`src/rtl/simon_pkg.sv`:
```
// Shared Simon game types: colour codes, playback FSM states, LED decode.
package simon_pkg;

   localparam int MAX_ROUNDS = 32;

   typedef logic [1:0] colour_t;

   typedef enum logic [2:0] {
      IDLE = 3'd0,
      SYNC = 3'd1,
      ON   = 3'd2,
      GAP  = 3'd3,
      FIN  = 3'd4
   } play_state_t;

   function automatic logic [3:0] colour_onehot(input colour_t c);
      logic [3:0] oh;
      oh = '0;
      oh[c] = 1'b1;
      return oh;
   endfunction

endpackage

```
`src/rtl/sequence_player.sv`:
```
// Plays the stored colour sequence on the LEDs, one phase per timer pulse.
//
// state | meaning
// ------+-----------------------------------------------------------
// IDLE  | waiting for start; LEDs dark
// SYNC  | LEDs dark, waiting for the first pulse so ON is a full period
// ON    | showing colour_q on the LEDs
// GAP   | LEDs dark between colours; decides next colour or finish
// FIN   | one-cycle done pulse, returns to IDLE
module sequence_player #(
   parameter int MAX_ROUNDS = simon_pkg::MAX_ROUNDS,
   parameter int IDX_W      = 6,
   parameter int N_LEDS     = 4
) (
   input  logic              clk,
   input  logic              reset,
   input  logic              start,
   input  logic [IDX_W-1:0]  round_len,
   input  logic              pulse,
   input  logic [1:0]        colour_i,
   output logic [IDX_W-1:0]  colour_idx,
   output logic [N_LEDS-1:0] led_o,
   output logic              busy,
   output logic              done
);
   import simon_pkg::*;

   play_state_t       state, state_n;
   logic [IDX_W-1:0]  idx_n;
   logic [IDX_W-1:0]  len_q, len_n;
   colour_t           colour_q, colour_n;
   logic [N_LEDS-1:0] led_n;
   logic [IDX_W-1:0]  len_clamped;

   // Clamp the requested length to the longest playable sequence.
   always_comb begin
      len_clamped = round_len;
      if (round_len > IDX_W'(MAX_ROUNDS))
         len_clamped = IDX_W'(MAX_ROUNDS);
   end

   // Next-state, datapath updates and decoded outputs for the next state.
   always_comb begin
      state_n  = state;
      idx_n    = colour_idx;
      len_n    = len_q;
      colour_n = colour_q;
      unique case (state)
         IDLE: begin
            if (start) begin
               len_n   = len_clamped;
               idx_n   = '0;
               state_n = (len_clamped == '0) ? FIN : SYNC;
            end
         end
         SYNC: begin
            if (pulse) begin
               colour_n = colour_i;
               state_n  = ON;
            end
         end
         ON: begin
            if (pulse) begin
               idx_n   = colour_idx + IDX_W'(1);
               state_n = GAP;
            end
         end
         GAP: begin
            if (pulse) begin
               if (colour_idx == len_q) begin
                  state_n = FIN;
               end else begin
                  colour_n = colour_i;
                  state_n  = ON;
               end
            end
         end
         FIN:     state_n = IDLE;
         default: state_n = IDLE;
      endcase

      // Codes at or above N_LEDS decode to all-dark.
      led_n = '0;
      for (int i = 0; i < N_LEDS; i++)
         led_n[i] = (state_n == ON) && (int'(colour_n) == i);
   end

   // State, datapath and registered output decodes; reset wins over everything.
   always_ff @(posedge clk) begin
      if (reset) begin
         state      <= IDLE;
         colour_idx <= '0;
         len_q      <= '0;
         colour_q   <= '0;
         led_o      <= '0;
         busy       <= 1'b0;
         done       <= 1'b0;
      end else begin
         state      <= state_n;
         colour_idx <= idx_n;
         len_q      <= len_n;
         colour_q   <= colour_n;
         led_o      <= led_n;
         busy       <= (state_n == SYNC) || (state_n == ON) || (state_n == GAP);
         done       <= (state_n == FIN);
      end
   end

endmodule

```
`config.mk`:
```
export PLATFORM = sky130hd
export DESIGN_NAME = sequence_player
export DESIGN_NICKNAME = d
export VERILOG_FILES = /design/src/rtl/simon_pkg.sv /design/src/rtl/sequence_player.sv
export SDC_FILE = /design/constraint.sdc
export NUM_CORES = 1
export LEC_CHECK = 0
export ABC_AREA = 1
export CORE_ASPECT_RATIO = 1.1
export CORE_UTILIZATION = 49
export DETAILED_ROUTE_END_ITERATION = 8
export PLACE_DENSITY = 0.75
export SKIP_LAST_GASP = 1
export SYNTH_ARGS = -nofsm -noshare
export SYNTH_HDL_FRONTEND = slang
export SYNTH_SLANG_ARGS = --single-unit
export TNS_END_PERCENT = 5
```
`constraint.sdc`:
```
create_clock -name clk -period 1.7 [get_ports clk]
set_input_delay 0.34 -clock clk [delete_from_list [all_inputs] [get_ports clk]]
set_output_delay 0.34 -clock clk [all_outputs]
set_load 0.005 [all_outputs]
```
---- Word level (Yosys, flattened, before mapping) ----
Index checks and enable logic that the tools add are counted.
storage, ports and cells
  word-level logic and storage cells ...... 49
  flip-flop bits (word level) ............. 23
  output and inout port bits .............. 12
  input bits .............................. 12
cells by class
  reductions and logical operators ........ 12
  equality and inequality tests ........... 13
  mux-type cells .......................... 15
  add/subtract/negate cells ............... 1
  order comparisons ....................... 1
operators with widths
  operator             number
  $mux 3               6
  $mux 6               3
  $eq 3x2->1 const B   4
  $pmux 3 s4           1
  $pmux 6 s2           1
  $add 6x1->6 const B  1
  $eq 3x1->1 const B   2
  $eq 6x6->1           1
  $gt 6x6->1 const B   1
  $logic_not 6->1      1
  $mux 2               3
  $eq 2x2->1 const B   2
  $logic_and 1x1->1    4
  $ne 2x2->1 const B   2
  $pmux 2 s2           1
  $eq 3x3->1 const B   1
  $logic_not 3->1      1
  $reduce_and 3->1     1
  $eq 2x1->1 const B   1
  $logic_not 2->1      1
  $logic_or 1x1->1     2
  $reduce_and 2->1     1
  $reduce_bool 2->1    1

---- Logic depth before layout (Yosys ltp) ----
Gate-level depths: netlist (run 1).
  word-level depth ........................ 9
  gate-level depth with buffers ........... 12
  gate-level depth less buffers ........... 12

---- Worst setup path before layout (run 1) ----
OpenSTA, ideal clock, no wires.
  kind .................................... register -> register
  start ................................... reg colour_idx[2]
  end ..................................... reg led_o[1]
  data required time ...................... 1.583 ns
  library setup time ...................... 0.117 ns
  cell stages (with the launch flop) ...... 12
  setup slack ............................. 0.392 ns
  arrival ................................. 1.191 ns
  buffers on the path ..................... 0
  period minus slack after synthesis ...... 1.308 ns
  path through ............................ dfxtp_1 > inv_2 > nand2_1 > nand2_1 > nor2_2 > nand3_2 > o21ai_0 > nand2_1 > nand2_1 > inv_2 > nand2_2 > nor2_1
between the ends
  longest elaborated chain between the ends .. 6
  elaborated cells on any way between the ends .. 10
  classes of those cells .................. 3 x eq/ne; 6 x mux; 1 x reduce/logical
ends and longest elaborated chain
  what                                      line                    source
  from (decl)                               sequence_player.sv:21   output logic [IDX_W-1:0] colour_idx,
  from (signal assigned)                    sequence_player.sv:100  colour_idx <= idx_n;
  $eq 6x6->1 (*)                            sequence_player.sv:70   if (colour_idx == len_q) begin
  $mux 3 or $mux 2 (tied branches)          sequence_player.sv:70
  $mux 3 or $mux 2 (tied branches)          sequence_player.sv:69   if (pulse) begin
  $pmux 3 s4 or $pmux 2 s2 (tied branches)  sequence_player.sv:48   unique case (state)
  $eq 3x2->1 or $eq 2x2->1 (tied branches)  sequence_player.sv:85   led_n[i] = (state_n == ON) && (int'(colour_n) == i);
  $logic_and 1x1->1 (*)                     sequence_player.sv:85
  to (signal assigned)                      sequence_player.sv:103  led_o <= led_n;
  to (decl)                                 sequence_player.sv:22   output logic [N_LEDS-1:0] led_o,
Mark *: on every way between the ends. The rest lies on a longest branch, timed or not.
A chain may end at the register's enable or synchronous reset.

---- Final worst setup path (run 1) ----
  start ................................... reg colour_idx[3]
  end ..................................... out colour_idx[3]
No word-level cell between the ends.

==> results.cfg, run 1 <==
[worst_setup_path]
critPathBufInv = 1
critPathKind = reg2out
end_kind = primary output
slowest_delay_ns = 0.54
crit_chain = clkdlybuf4s50_1
start_kind = flip-flop
critPathArrivalTime_ns = 1.32
path_max_fanout = 6
cp_top_family = buffers and inverters
worstPathRequired_ns = 1.36
slowest_stage = clkdlybuf4s50_1

[grt]
grt_pass1_wl_um = 3590
grt_pass1_vias = 922
grt_antenna_before_repair = 0
overflow = 0
grt_usage_pct = 20.4
grt_max_degree = 14

[sta]
post-route-period-util_pct = 97.7
grt_setup_unrepaired = yes
tns_ns = 0
hold_viol = 0
fin_skew_ns = 0.00840
timing.final.ws_setup_ns = 0.0384
finalMaxSlewViolations = 0
relSlewSlack_pct = 75.9
tightest_slew_ns = 0.361
final.min_clock_period_ns = 1.66
setup_viol = 0
clock.fmax_mhz = 602

[synth]
synth-seq-cells = 23
syn_area_per_cell_um2 = 7.24
synth_cells = 152
yosysWarnings = 0
syn_area_mm2 = 0.00110
ys_types = 25
seq_area_frac_synth_pct = 41.8
syn_nets = 165

[drt]
wl_per_cell_um = 10.7
routed_wl_um = 2300
first_iter_violations = 14
antenna_left = 0
drc = 0
vias = 1054
firstDrtPassIters = 4
routed_via_density = 4.90

[placed_design]
port_buffers = 23
place_hpwl_um = 1850
dp.cells = 211
dpl_cell_area_mm2 = 0.00142
preCtsSetupSlack_ns = -0.109
gp_congestion = 0.811

[finish]
mostFrequentLayoutCells = nand2_1 (33), clkdlybuf4s50_1 (23), inv_1 (22), dfxtp_1 (22), nor2_1 (17)
antenna_cells = 0
layout-drive-gt1-share_pct = 21.4
postLayoutCoreUtil_pct = 70.3
layoutNonFillerInstCount = 215
final_cell_area_mm2 = 0.00145
area_growth_pct = 31.8
nNetsFinal = 201
fill_cells = 195
layout_commonest_cell = nand2_1

[die]
die_y_um = 51.7
start_util_pct = 53.4
rows = 17
die_w_um = 47.2
ios = 24
coreArea_mm2 = 0.00206
die-area_mm2 = 0.00244

[outcome]
outcome = complete, no violations

[clock_tree]
cts_root_buf = clkbuf_4
cts_setup_buffers = 0
insertion_delay_ns = 0.31
cts_sinks = 23
clock_path_buffers = 2
cts.htree.levels = 1
cts_tree = done
cts_buffers = 3
cts.reportedPaths.clkPinSlew_ns = 0.13
cts_hold_buf = 0

[power]
powerDensity_mw_per_mm2 = 723
ir_drop_uv = 496
p_leak_nw = 0.616

[worst_hold_path]
hold_path_class = reg2reg

[run]
maxCapViolations = 0
## layer usage
layer  global-route usage, %  vias up  wire length [µm]  share of wire [%]
met2                    36.1       23              1160                 51
met3                    2.08        5                76                3.3
li1                        -      540                 -                  -
met1                    24.8      486              1020                 45
met4                    7.14        0                29                1.3
met5                       0        -                 0                  0
## cell families after synthesis
family | after synthesis | synth area share, %
AND/OR/NAND/NOR | 79 | 35.7
buffers and inverters | 29 | 10.6
flip-flops | 23 | 41.8
AO/OA/AOI/OAI | 19 | 10.0
XOR/XNOR | 1 | 0.796
adder cells (fa/ha/maj) | 1 | 1.14
## through the flow
stage	total power, mW	hold slack, ns
after floorplan	0.721	0.457
after global placement	0.803	0.484
after detailed placement	0.808	0.496
after CTS	1.05	0.518
after global routing	1.10	0.525
final	1.05	0.514
## timing repair
item / CTS / global route
endpoints found under the hold margin: 0 / 0
setup endpoints to repair: 0 / 2
gates resized for setup: 0 / 1
## path summary, 6_finish.rpt
| kind | cells after the start | endpoint | startpoint | slack (ns) |
|---|---|---|---|---|
| max | 1 | colour_idx[3] | colour_idx[3] | 0.04 |
| min | 1 | colour_idx[0] | colour_idx[0] | 0.51 |
| max reg2reg | 11 | led_o[1] | colour_idx[3] | 0.14 |
| min reg2reg | 1 | colour_idx[0] | colour_idx[0] | 0.51 |
## flip-flops by register name, summed over array words and instances (netlist names)
signal / flops
len_q: 6
colour_idx: 6
busy: 1
led_o: 4
colour_q: 2
done: 1
state: 3
## cell type report
class | count | area, µm² | share of cell area, %
multi-input combinational | 100 | 524 | 36.1
inverter | 28 | 105 | 7.24
clock buffer | 3 | 22.5 | 1.55
clock inverter | 1 | 5.00 | 0.345
tap | 28 | 35.0 | 2.41
sequential | 23 | 462 | 31.8
timing repair buffer | 32 | 298 | 20.5
## power breakdown
part | switching [mW] | leakage [nW] | internal, mW | total [mW]
Combinational | 0.123 | 0.411 | 0.0991 | 0.222
Sequential | 0.0127 | 0.187 | 0.563 | 0.576
Clock | 0.164 | 0.0177 | 0.0879 | 0.252
## Yosys cell counts, drive strengths merged
cell type	instances	area, µm²
o32ai	1	8.76
nand4	2	12.5
nand2	42	185
o21a	1	7.51
a21oi	9	48.8
o22ai	4	25.0
o21ai	4	20.0
xor2	1	8.76
nor3	3	20.0
inv	28	105
nor3b	1	7.51
ha	1	12.5
buf	1	11.3
nand3	7	45.0
nor2	24	123
dfxtp	23	460
No activity file was read; power rests on OpenSTA's default activity.
==> run 2: changes to the inputs <==
Settings changed: CORE_UTILIZATION 49 to 52, PLACE_DENSITY 0.75 to 0.79.
Clock period 1.7 ns to 2.05 ns, I/O delays scaled along.
==> run 2 against run 1 <==
- register-to-register slack improved by 0.42 ns
- final cell count fell by 3.7%
- routed wire length down 7.9%
- clock power shrank 18%
- count of clock-buffer cells in the layout increased by 1
- sequential share of layout area is 1.3 points higher
- critical path depth stayed put
- via count decreased by 4.3%
- critical path type unchanged
- final area shrank 4.3%
- global-route usage increased by 0.83 points
- sequential cell count did not move
- power is 19% lower
==> results.cfg, run 2 (synthesized netlist as in run 1, its figures left out) <==
[outcome]
outcome = complete, no violations

[power]
ir_drop_uv = 476
total_power_mw = 0.851
p_sw_share_pct = 28.1
power.internal_mw = 0.612
sequentialPowerShare_pct = 56.0
clock_power_share_pct = 24.3
p_leak_nw = 0.574
pwr-share-comb_pct = 19.8
powerDensity_mw_per_mm2 = 613
switchingPower_mw = 0.239

[drt]
drc = 0
routed_via_density = 4.87
first_iter_violations = 20
wl_per_cell_um = 10.2
vias = 1009
routed_wl_um = 2110
antenna_left = 0
firstDrtPassIters = 4

[finish]
fill_cells = 185
multi_input_area_um2 = 524
layout_commonest_cell = nand2_1
antenna_cells = 0
reg_top3 = colour_idx: 6 flops, len_q: 6 flops, led_o: 4 flops
nNetsFinal = 193
mostFrequentLayoutCells = nand2_1 (33), dfxtp_1 (23), clkdlybuf4s50_1 (23), inv_1 (22), nor2_1 (17)
postLayoutCoreUtil_pct = 69.5
seq_area_um2 = 460
layout-drive-gt1-share_pct = 16.8
area_growth_pct = 26.1

[sta]
setup_viol = 0
finalMaxSlewViolations = 0
final.min_clock_period_ns = 1.71
clock.fmax_mhz = 584
hold_viol = 0
post-route-period-util_pct = 83.5
hold-worst-slack_ns = 0.502
tns_ns = 0
relSlewSlack_pct = 76.3
fin_skew_ns = 0.00209
grt_setup_unrepaired = no
tightest_slew_ns = 0.355

[die]
start_util_pct = 55.1
die_y_um = 50.3
coreArea_mm2 = 0.00200
rows = 17
die-area_mm2 = 0.00231
die_w_um = 45.9
ios = 24

[worst_setup_path]
crit_chain = clkdlybuf4s50_1
end_kind = primary output
worstPathRequired_ns = 1.64
r2r_end = led_o[1]
critPathKind = reg2out
cp_top_family = buffers and inverters
critPathArrivalTime_ns = 1.30
r2r_start = colour_idx[1]
start_kind = flip-flop
critPathBufInv = 1
regToRegSetupSlack_ns = 0.56
slowest_delay_ns = 0.55
slowest_stage = clkdlybuf4s50_1
startpoint = colour_idx[0]
path_max_fanout = 6
rr_worst_depth = 11

[clock_tree]
clock_path_buffers = 2
cts_resized = 0
cts.reportedPaths.clkPinSlew_ns = 0.12
insertion_delay_ns = 0.31
cts_tree = done
cts_sinks = 23
cts_hold_buf = 0
cts_setup_buffers = 0
cts.htree.levels = 1
cts_root_buf = clkbuf_4
cts_buffers = 3

[grt]
grt_pass1_wl_um = 3510
overflow = 0
grt_usage_pct = 21.3
grt_antenna_before_repair = 0
grt_pass1_vias = 881
grt_max_degree = 13

[run]
maxCapViolations = 0

[worst_hold_path]
hold_path_class = reg2reg
worstHoldStart = len_q[4]
min_path_cells = 2
hold_end = len_q[4]

[placed_design]
place_hpwl_um = 1690
gp_congestion = 0.903
port_buffers = 23
[run 2: power groups by stage]
stage	logic, mW	registers [mW]	clock network (mW)
floorplan	0.113	0.485	0
global route	0.190	0.479	0.232
finish	0.168	0.476	0.207
detailed placement	0.168	0.487	0
global placement	0.165	0.486	0
CTS	0.169	0.476	0.213
[run 2: how the worst max path moves through the flow]
stage / slack, ns / depth (start not counted) / end
2_1_floorplan: 0.74 / 11 / led_o[1]
6_report: 0.34 / 1 / colour_idx[0]
4_1_cts: 0.34 / 1 / colour_idx[0]
3_3_place_gp: 0.20 / 9 / colour_idx[5]
3_5_place_dp: 0.18 / 9 / colour_idx[5]
5_1_grt: 0.27 / 1 / colour_idx[0]
[run 2: through the flow]
step | instances | cell area, µm² | setup slack (ns)
2_1_floorplan | 152 | 1100 | 0.742
3_3_place_gp | 203 | 1360 | 0.200
3_5_place_dp | 203 | 1360 | 0.179
4_1_cts | 207 | 1390 | 0.343
5_1_grt | 207 | 1390 | 0.275
6_report | 207 | 1390 | 0.339
[run 2: final cells by class]
type                    instances  area share [%]
inverters                      28            7.57
well taps                      28            2.52
flip-flops and latches         23            33.2
repair buffers                 24            17.1
multi-input cells             100            37.7
clock buffers                   4            1.89
[run 2: layer usage]
layer,vias to the layer above,track usage [%],part of all wire (%)
li1,533,-,-
met1,442,24.0,43
met2,25,36.4,50
met3,9,2.16,3.4
met4,0,13.2,3.5
met5,-,0,0
==> patch, RTL diff (config.mk and constraints of run 1) <==
Make the reset (`reset`) asynchronous in one clocked block.
--- a/src/rtl/sequence_player.sv
+++ b/src/rtl/sequence_player.sv
@@ -86,7 +86,7 @@
    end
 
    // State, datapath and registered output decodes; reset wins over everything.
-   always_ff @(posedge clk) begin
+   always_ff @(posedge clk or posedge reset) begin
       if (reset) begin
          state      <= IDLE;
          colour_idx <= '0;
Check against the original RTL: differs if reset is asserted again (counterexample within 4 cycles, from zero or initial values and one cycle with reset high); with reset held inactive, the same outputs for 10 cycles.
==> patch against run 1 <==
  * Hold slack lost 0.16 ns
  * Core utilization is 0.14 points lower
  * Die area up 11%
  * Area after synthesis is 11% higher
  * Sequential cell count did not move
  * Non-clock buffer count is 2 higher
  * Worst setup slack better by 0.040 ns
  * Clock skew is essentially flat
  * Global-route usage grew 2.2 points
  * Register-to-register slack improved by 0.04 ns
  * Routed wire length up 19%
  * Cell area rose by 11%
Power is not compared: it rests on default switching activity, and its combinational part moved more than twofold at a synthesized area within 25%.
==> patch: results (changes against run 1) <==
Routed WL per cell: 12.7 um (+19%)
Worst EP arrival: 1.28 ns (-0.04 ns)
Inst Count DP: 212 (+0.47%)
slew at the pin with the worst max-slew slack: 0.297 ns (-0.0637 ns)
Ant. Diodes: 0 (unchanged)
Num CTS Buffers: 3 (unchanged)
layout cells sized above 1: 26.3% (+5.0 points)
Reg clk slew, reported paths: 0.13 ns (about the same)
dpl hpwl: 2.14 mm (+16%)
Max VDD drop: 0.000908 V
largest delay contributor family on the critical path: buffers and inverters
top_reg_cell synth: dfrtp_1
Async S/R FF share, synth: 100% (+100 points)
Cell variety after synth: 29 (+16%)
Clock Path Buffers: 2 (unchanged)
Finished Layout Cells: 216 (+0.47%)
Ys Warns: 0 (unchanged)
Crit Path Max Fanout: 5 (-1)
worst setup path start: colour_idx[3]
reg-to-reg startpoint: state[2]
post-synthesis sequential area ratio: 46.9% (+5.1 points)
Avg Vias per Cell: 4.99 (+1.8%)
HP Class: input port to asynchronous set/reset pin
Net Count, Synth: 161 (-2.4%)
Worst path max stage delay: 0.53 ns
nets@finish: 200 (-0.50%)
Syn Inst Count: 148 (-2.6%)
Worst Skew: 0.00817 ns (-0.000231 ns)
Area contributors post-synth: dfrtp_1 47%, nand2_1 11%, inv_1 5.2%
top flop regs: colour_idx x6, len_q x6, led_o x4
largest net degree at the start of global routing: 24 (+10)
outcome: completed
Port Buffer Count: 23 (unchanged)
number of global-route vias before repair: 1006 (+9.1%)
initial antenna violation count: 0 (unchanged)
GPL Wtd Cong: 0.897 (+11%)
Initial DRC Count: 12 (-2)
fill count: 193 (-1.0%)
Total GRT Usage: 22.6% (+2.2 points)
clock latency on the worst-skew pair: 0.30 ns
top post-synthesis cells by count: 36 x nand2_1, 23 x dfrtp_1, 17 x inv_1
# H-tree levels: 1 (unchanged)
Static Leak: 0.000753 uW
first-pass GRT wire length: 4.42 mm (+23%)
max-slew violations: 0 (unchanged)
[patch: final cells by class]
cell class,count,area share [%]
sequential,23,35.8
multi-input combinational,99,34.6
timing repair buffer,34,19.4
inverter,26,6.21
tap,30,2.33
clock buffer,3,1.40
clock inverter,1,0.310
[patch: final timing paths]
kind | endpoint | slack, ns | depth (start not counted)
max in group asynchronous | colour_idx[0] | 1.10 | 3
hold / removal | colour_idx[3] | 0.35 | 3
hold reg to reg | colour_idx[0] | 0.55 | 1
setup / recovery | colour_idx[3] | 0.08 | 1
min in group clk | colour_idx[0] | 0.55 | 1
setup reg to reg | colour_idx[5] | 0.18 | 8
[patch: kinds of logic (layout without fill, tap and decap cells)]
family	count (synthesis)	after routing	synth area share, %
buf+inv	26	64	8.16
simple gates	73	73	30.8
fa+ha+maj	1	1	1.02
flops	23	23	46.9
compound gates	25	25	13.1
[patch: metal layers]
metal  routed length [um]  global-route usage (%)
met3                   76                    3.61
met1                 1260                    28.9
met2                 1350                    37.6
met5                    0                       0
met4                   51                    11.4
[patch: where the power goes]
group	internal [uW]	total [uW]	switching, uW
clock network	87.6	249	161
logic	511	1180	667
registers	720	855	136
total	1320	2280	963
[patch: stage by stage]
stage / setup WS, ns / hold WS [ns] / total power [uW] / cell area (um2) / setup TNS (ns)
after floorplan: 0.317 / 0.342 / 1590 / 1230 / 0
after global placement: -0.0488 / 0.519 / 1970 / 1580 / -0.0549
after detailed placement: -0.0504 / 0.547 / 2010 / 1580 / -0.226
after CTS: 0.0261 / 0.355 / 2270 / 1600 / 0
after global routing: 0.00757 / 0.381 / 2490 / 1610 / 0
final: 0.0788 / 0.355 / 2280 / 1610 / 0
[patch: timing repair]
action,4_1_cts,5_1_grt
resized for setup,0,4
setup endpoints to repair,0,5
endpoints found under the hold margin,0,0
buffers inserted,0,0
